--- config.mk ---
export PLATFORM = sky130hd
export DESIGN_NAME = clk_div_prog_flat
export DESIGN_NICKNAME = d
export VERILOG_FILES = /design/src/rtl/clk_div_prog_if.sv /design/src/rtl/clk_div_prog.sv /design/src/flat_wrapper.sv
export SDC_FILE = /design/constraint.sdc
export NUM_CORES = 1
export LEC_CHECK = 0
export ABC_AREA = 1
export BUFFER_PORTS_ARGS = -buffer_cell sky130_fd_sc_hd__buf_2
export CAP_MARGIN = 10
export CORE_ASPECT_RATIO = 0.7
export CORE_MARGIN = 2
export CORE_UTILIZATION = 57
export CTS_BUF_LIST = sky130_fd_sc_hd__clkbuf_8
export DETAILED_ROUTE_END_ITERATION = 12
export HOLD_SLACK_MARGIN = 0.08
export PLACE_DENSITY = 0.89
export SYNTH_ARGS = -nofsm -noshare
export SYNTH_HDL_FRONTEND = slang
export SYNTH_SLANG_ARGS = --single-unit
--- constraint.sdc ---
create_clock -name clk -period 2.7 [get_ports clk]
set_clock_uncertainty 0.15 [all_clocks]
set_input_delay 0 -clock clk [delete_from_list [all_inputs] [get_ports clk]]
set_output_delay 0 -clock clk [all_outputs]
set_load 0.02 [all_outputs]
--- src/rtl/clk_div_prog_if.sv ---
// clk_div_prog_if: divisor configuration port (valid/ready write plus reject pulse) for clk_div_prog.
// Latency: pure wiring; o_cfg_ready is combinational in the divider, o_cfg_err arrives one edge after the write.
// Backpressure: master holds i_cfg_valid/ch/div until o_cfg_ready is seen high at a clock edge.
interface clk_div_prog_if #(
   parameter int NUM_CH = 2,
   parameter int CNT_W  = 8
);
   localparam int CH_W = (NUM_CH > 1) ? $clog2(NUM_CH) : 1;

   logic             i_cfg_valid;
   logic             o_cfg_ready;
   logic [CH_W-1:0]  i_cfg_ch;
   logic [CNT_W-1:0] i_cfg_div;
   logic             o_cfg_err;

   // Driver of divisor writes (testbench / control plane).
   modport master (
      output i_cfg_valid,
      output i_cfg_ch,
      output i_cfg_div,
      input  o_cfg_ready,
      input  o_cfg_err
   );

   // The divider itself.
   modport slave (
      input  i_cfg_valid,
      input  i_cfg_ch,
      input  i_cfg_div,
      output o_cfg_ready,
      output o_cfg_err
   );
endinterface

--- src/rtl/clk_div_prog.sv ---
// clk_div_prog: NUM_CH programmable clock dividers; divisor and enable changes only land on period boundaries.
// Latency: o_clk/o_tick registered; idle channel starts one edge after i_en=1; new divisor at next boundary (next edge if idle).
// Backpressure: o_cfg_ready low for a channel whose single pending slot is full. Optional i_sync port under CLK_DIV_SYNC_EN.
module clk_div_prog #(
   parameter int NUM_CH  = 2,
   parameter int CNT_W   = 8,
   parameter int DEF_DIV = 4
) (
   input  logic              clk,
   input  logic              rst_n,
   input  logic [NUM_CH-1:0] i_en,
`ifdef CLK_DIV_SYNC_EN
   input  logic              i_sync,
`endif
   clk_div_prog_if.slave     cfg,
   output logic [NUM_CH-1:0] o_clk,
   output logic [NUM_CH-1:0] o_tick
);

   localparam int               CH_W      = (NUM_CH > 1) ? $clog2(NUM_CH) : 1;
   localparam logic [CNT_W-1:0] ONE       = CNT_W'(1);
   localparam logic [CNT_W-1:0] TWO       = CNT_W'(2);
   localparam logic [CNT_W-1:0] DEF_DIV_V = CNT_W'(DEF_DIV);

   // Reject illegal build configurations at elaboration.
   generate
      if (DEF_DIV < 2 || DEF_DIV >= (2 ** CNT_W)) begin : g_bad_def_div
         $error("clk_div_prog: DEF_DIV must be in [2, 2**CNT_W-1]");
      end
      if (NUM_CH < 1) begin : g_bad_num_ch
         $error("clk_div_prog: NUM_CH must be >= 1");
      end
   endgenerate

   // Per-channel state
   logic [CNT_W-1:0]  r_cnt      [NUM_CH];
   logic [CNT_W-1:0]  r_div      [NUM_CH];
   logic [CNT_W-1:0]  r_pend_div [NUM_CH];
   logic [NUM_CH-1:0] r_run;
   logic [NUM_CH-1:0] r_pend;
   logic [NUM_CH-1:0] r_clk;
   logic [NUM_CH-1:0] r_tick;
   logic              r_err;

   // Combinational helpers
   logic              w_sync;
   logic [CH_W-1:0]   w_ch;
   logic              w_ch_ok;
   logic              w_div_ok;
   logic              w_rdy;
   logic              w_acc;
   logic              w_wr_ok;
   logic [NUM_CH-1:0] w_wr_hit;
   logic [NUM_CH-1:0] w_bound;
   logic [NUM_CH-1:0] w_reload;
   logic [CNT_W-1:0]  w_cnt_nx [NUM_CH];
   logic [CNT_W-1:0]  w_hi     [NUM_CH];

`ifdef CLK_DIV_SYNC_EN
   assign w_sync = i_sync;
`else
   assign w_sync = 1'b0;
`endif

   // Config decode: the ready is per target channel, so a full slot only stalls writes to that channel.
   always_comb begin
      w_ch     = cfg.i_cfg_ch;
      w_ch_ok  = (32'(w_ch) < 32'(NUM_CH));
      w_div_ok = (cfg.i_cfg_div >= TWO);
      w_rdy    = w_ch_ok ? ~r_pend[w_ch] : 1'b1;
      w_acc    = cfg.i_cfg_valid && w_rdy;
      w_wr_ok  = w_acc && w_ch_ok && w_div_ok;
   end

   // Per-channel next count, high-phase length and boundary/reload decisions.
   always_comb begin
      logic [CNT_W:0] v_sum;
      v_sum = '0;
      for (int c = 0; c < NUM_CH; c++) begin
         w_wr_hit[c] = w_wr_ok && (32'(w_ch) == 32'(c));
         w_cnt_nx[c] = r_cnt[c] + ONE;
         // hi = (div+1)>>1 so odd divisors get the longer high phase
         v_sum       = {1'b0, r_div[c]} + {{CNT_W{1'b0}}, 1'b1};
         w_hi[c]     = v_sum[CNT_W:1];
         w_bound[c]  = r_run[c] && (r_cnt[c] == (r_div[c] - ONE));
         // Idle channels, period ends and sync pulses all re-decide run state from i_en.
         w_reload[c] = w_sync || !r_run[c] || w_bound[c];
      end
   end

   // Channel counters, output levels/strobes and pending-divisor slots.
   always_ff @(posedge clk) begin
      if (!rst_n) begin
         r_run  <= '0;
         r_pend <= '0;
         r_clk  <= '0;
         r_tick <= '0;
         for (int c = 0; c < NUM_CH; c++) begin
            r_cnt[c]      <= '0;
            r_div[c]      <= DEF_DIV_V;
            r_pend_div[c] <= DEF_DIV_V;
         end
      end else begin
         for (int c = 0; c < NUM_CH; c++) begin
            if (w_reload[c]) begin
               r_cnt[c]  <= '0;
               r_run[c]  <= i_en[c];
               r_clk[c]  <= i_en[c];
               r_tick[c] <= i_en[c];
               if (r_pend[c]) begin
                  r_div[c]  <= r_pend_div[c];
                  r_pend[c] <= 1'b0;
               end
            end else begin
               r_cnt[c]  <= w_cnt_nx[c];
               r_clk[c]  <= (w_cnt_nx[c] < w_hi[c]);
               r_tick[c] <= 1'b0;
            end
            // A write is only accepted into an empty slot, so it never races the apply above.
            if (w_wr_hit[c]) begin
               r_pend[c]     <= 1'b1;
               r_pend_div[c] <= cfg.i_cfg_div;
            end
         end
      end
   end

   // One-cycle reject pulse for an accepted write with a bad divisor or channel.
   always_ff @(posedge clk) begin
      if (!rst_n) begin
         r_err <= 1'b0;
      end else begin
         r_err <= w_acc && !(w_ch_ok && w_div_ok);
      end
   end

   assign o_clk           = r_clk;
   assign o_tick          = r_tick;
   assign cfg.o_cfg_ready = w_rdy;
   assign cfg.o_cfg_err   = r_err;

endmodule

--- src/flat_wrapper.sv ---
// flat-port wrapper written by rule: the top's interface ports become plain ports
module clk_div_prog_flat 
#(
   parameter int NUM_CH  = 2,
   parameter int CNT_W   = 8,
   parameter int DEF_DIV = 4
)
  (clk, rst_n, i_en, o_clk, o_tick, cfg_i_cfg_valid, cfg_i_cfg_ch, cfg_i_cfg_div, cfg_o_cfg_ready, cfg_o_cfg_err);
  clk_div_prog_if #(.NUM_CH(NUM_CH), .CNT_W(CNT_W)) cfg_i ();
  input  logic clk;
  input  logic rst_n;
  input  logic [NUM_CH-1:0] i_en;
  output logic [NUM_CH-1:0] o_clk;
  output logic [NUM_CH-1:0] o_tick;
  input wire logic [$bits(cfg_i.i_cfg_valid)-1:0] cfg_i_cfg_valid;
  input wire logic [$bits(cfg_i.i_cfg_ch)-1:0] cfg_i_cfg_ch;
  input wire logic [$bits(cfg_i.i_cfg_div)-1:0] cfg_i_cfg_div;
  output wire logic [$bits(cfg_i.o_cfg_ready)-1:0] cfg_o_cfg_ready;
  output wire logic [$bits(cfg_i.o_cfg_err)-1:0] cfg_o_cfg_err;
  assign cfg_i.i_cfg_valid = cfg_i_cfg_valid;
  assign cfg_i.i_cfg_ch = cfg_i_cfg_ch;
  assign cfg_i.i_cfg_div = cfg_i_cfg_div;
  assign cfg_o_cfg_ready = cfg_i.o_cfg_ready;
  assign cfg_o_cfg_err = cfg_i.o_cfg_err;
  clk_div_prog #(.NUM_CH(NUM_CH), .CNT_W(CNT_W), .DEF_DIV(DEF_DIV)) u_core (.clk(clk), .rst_n(rst_n), .i_en(i_en), .cfg(cfg_i), .o_clk(o_clk), .o_tick(o_tick));
endmodule
==> results.toml <==
[run_status]
status = "complete, no violations"

[drt]
final_antenna_net_count = 0
drc = 0
via_per_inst = 5.26
postRouteWirelength_um = 8120
drt-initial-drc-count = 328
wl_per_cell_um = 14.2
vias = 3019
drtPass1Iterations = 6

[global_route]
met1_usage_pct = 32.4
use_met3_pct = 7.81
grt_pass1_wl_um = 13500
grt_use_total_pct = 25.2
antenna_found_initial = 0
busiest_layer = "met2"
met2_usage_pct = 39.5
grt_max_degree = 16
overflow = 0
grt_pass1_vias = 2955

[worst_setup_path]
reg2reg_from = "u_core.r_div[0][0]"
crit_arrival_ns = 2.68
r2r_cells = 11
end_kind = "flop"
required_ns = 2.78
worstSetupPathType = "flop to flop"
critPathCapture = "u_core.o_clk[0]"
r2r_end = "u_core.o_clk[0]"
reg2reg_setup_slack_ns = 0.10
startpoint = "u_core.r_div[0][0]"
crit_fanout = 5
start_kind = "flop"

[logic_synthesis]
synth_top_cell_by_area = "edfxtp_1"
synth_edf_count = 48
synth.most_common_cell = "nand2_1"
ys.flop_type = "edfxtp_1"
synthesis.instances = 429
synth_seq_cells = 57
synth_common_cells = "nand2_1, inv_1, edfxtp_1, nor2_1, nand3_1"
synth_area_per_cell_um2 = 8.31
syn_area_um2 = 3570
synth_cell_types = 29
async_reset_ff_share_pct = 0
seq_area_frac_synth_pct = 45.5
yosys-top-cells-area = "edfxtp_1, nand2_1, inv_1"
ys_warn_count = 0
synthDominantCellAreaShare_pct = 40.4

[final_layout]
drive_gt1_share_pct = 13.9
final_util_pct = 68.9
n_fill_cell = 459
syn_to_final_growth_pct = 18.4
nets = 525
n_antenna_cell = 0

[sta]
final_hold_viol_count = 0
setup_slack_ns = 0.101
setup_violations = 0
finalCritPeriodShare_pct = 96.3
period_minus_slack_ns = 2.60
timing.fmax_mhz = 385
holdWs_ns = 0.336
slew_violations = 0

[placed_design]
place.gp.congestion = 0.963
numPortBuffers = 19
pre_cts_slack_ns = 0.206
dp_hpwl_um = 5810

[die]
core_area_um2 = 6130
initial_core_util_pct = 58.2
ioPinCount = 20
die_area_um2 = 6910
die_w_um = 98.5
die_h_um = 70.2
rows = 24

[pwr]
combinationalPowerShare_pct = 13.8
ir_worst_vdd_mv = 0.402
cellLeakagePower_nw = 2.02
power.density_nw_per_um2 = 552
p_clk_share_pct = 41.0
intPower_mw = 1.74
p_sw_share_pct = 25.4
p_sw_mw = 0.592
seqPwrFrac_pct = 45.2

[clock_network]
cts_buffers = 9
path_clk_slew_ns = 0.07
clock_path_buffers = 2
clk_latency_ns = 0.35
h-tree-depth = 3
tritoncts = "done"
cts.sinks = 57
cts_root_buffer = "clkbuf_8"

[worst_hold_path]
hold_class = "primary input to flop"
hold_start = "i_en[1]"

[job]
maxCapViolCount = 0
-- critical path: stages, from the launching register on --
cell and delay, ns:
edfxtp_1 0.38, inv_1 0.10, nor3_1 0.35, nand3_1 0.23, nor3_2 0.24, xnor2_1 0.13
ha_1 0.30, inv_1 0.06, nor3_1 0.25, a21oi_1 0.12, nand2_1 0.09, a21oi_1 0.07
-- cell families (layout without fill, tap and decap cells) --
logic type / count (synthesis) / in the layout / share of synthesized area [%]
AOI/OAI and AO/OA: 38 / 38 / 6.35
xor gates and xnor gates: 26 / 26 / 6.39
DFF: 57 / 57 / 45.5
and+or+nand+nor: 199 / 199 / 24.7
other: 1 / 16 / 0.105
adders and majority gates: 20 / 20 / 7.02
buffers and inverters: 88 / 140 / 9.96
-- layer usage --
layer	wire (um)	share of wire (%)	vias to the layer above
met5	0	0	-
met4	268	3.3	0
met3	818	10	37
met2	3610	44	151
met1	3430	42	1346
li1	-	-	1485
-- how the worst min path moves through the flow --
stage | endpoint | slack (ns) | depth (start not counted)
after detailed placement | u_core.o_tick[0] | 0.14 | 3
final | u_core.o_tick[1] | 0.34 | 4
after global placement | u_core.o_tick[0] | 0.14 | 3
after global routing | u_core.r_pend_div[0][2] | 0.37 | 3
after CTS | u_core.o_tick[0] | 0.33 | 4
after floorplan | u_core.o_tick[0] | -0.007 | 2
-- registers in the layout (all words and copies together), names as in the netlist --
name and cells:
u_core.cfg.o_cfg_err 1, u_core.o_clk 2, u_core.o_tick 2, u_core.r_cnt 16, u_core.r_div 16, u_core.r_pend 2
u_core.r_pend_div 16, u_core.r_run 2
-- power groups by stage --
stage	sequential, mW	combinational, mW	clock [mW]
3_5_place_dp	1.07	0.289	0
3_3_place_gp	1.07	0.273	0
4_1_cts	1.05	0.313	0.966
2_1_floorplan	1.06	0.209	0
5_1_grt	1.06	0.359	1.00
6_report	1.05	0.322	0.954
-- what timing repair did --
item                                    in CTS  in global routing
endpoints found under the hold margin       25                  0
setup buffers                                0                  1
resized for setup                            0                  2
hold buffers                                16                  0
endpoints found under the setup margin       0                  9
-- cell type report --
| type | count | area (um^2) | area share, % |
|---|---|---|---|
| clock buffer | 9 | 124 | 2.94 |
| clock inverter | 7 | 111 | 2.64 |
| inverter | 82 | 308 | 7.29 |
| multi-input combinational | 299 | 1650 | 39.1 |
| sequential | 57 | 1620 | 38.4 |
| tap | 78 | 97.6 | 2.31 |
| timing repair buffer | 42 | 308 | 7.29 |
-- stage by stage --
step           power, mW  cells  cell area, um^2  TNS [ns]
2_1_floorplan       1.27    444             3620         0
3_3_place_gp        1.34    541             3810         0
3_5_place_dp        1.36    541             3810         0
4_1_cts             2.33    573             4210         0
5_1_grt             2.42    574             4220  -0.00817
6_report            2.33    574             4220         0
-- cells in the final DEF, fill, tap and decap left out, drive strengths merged, types with 11 or more instances in the layout --
cell / count
o21ai: 11
conb: 16
buf: 26
a21oi: 26
xor2: 17
dlygate4sd3: 16
inv: 84
ha: 20
edfxtp: 48
nand2: 95
nor2: 51
nor3: 11
nand3: 29
Power figures use the tool's default switching activity.
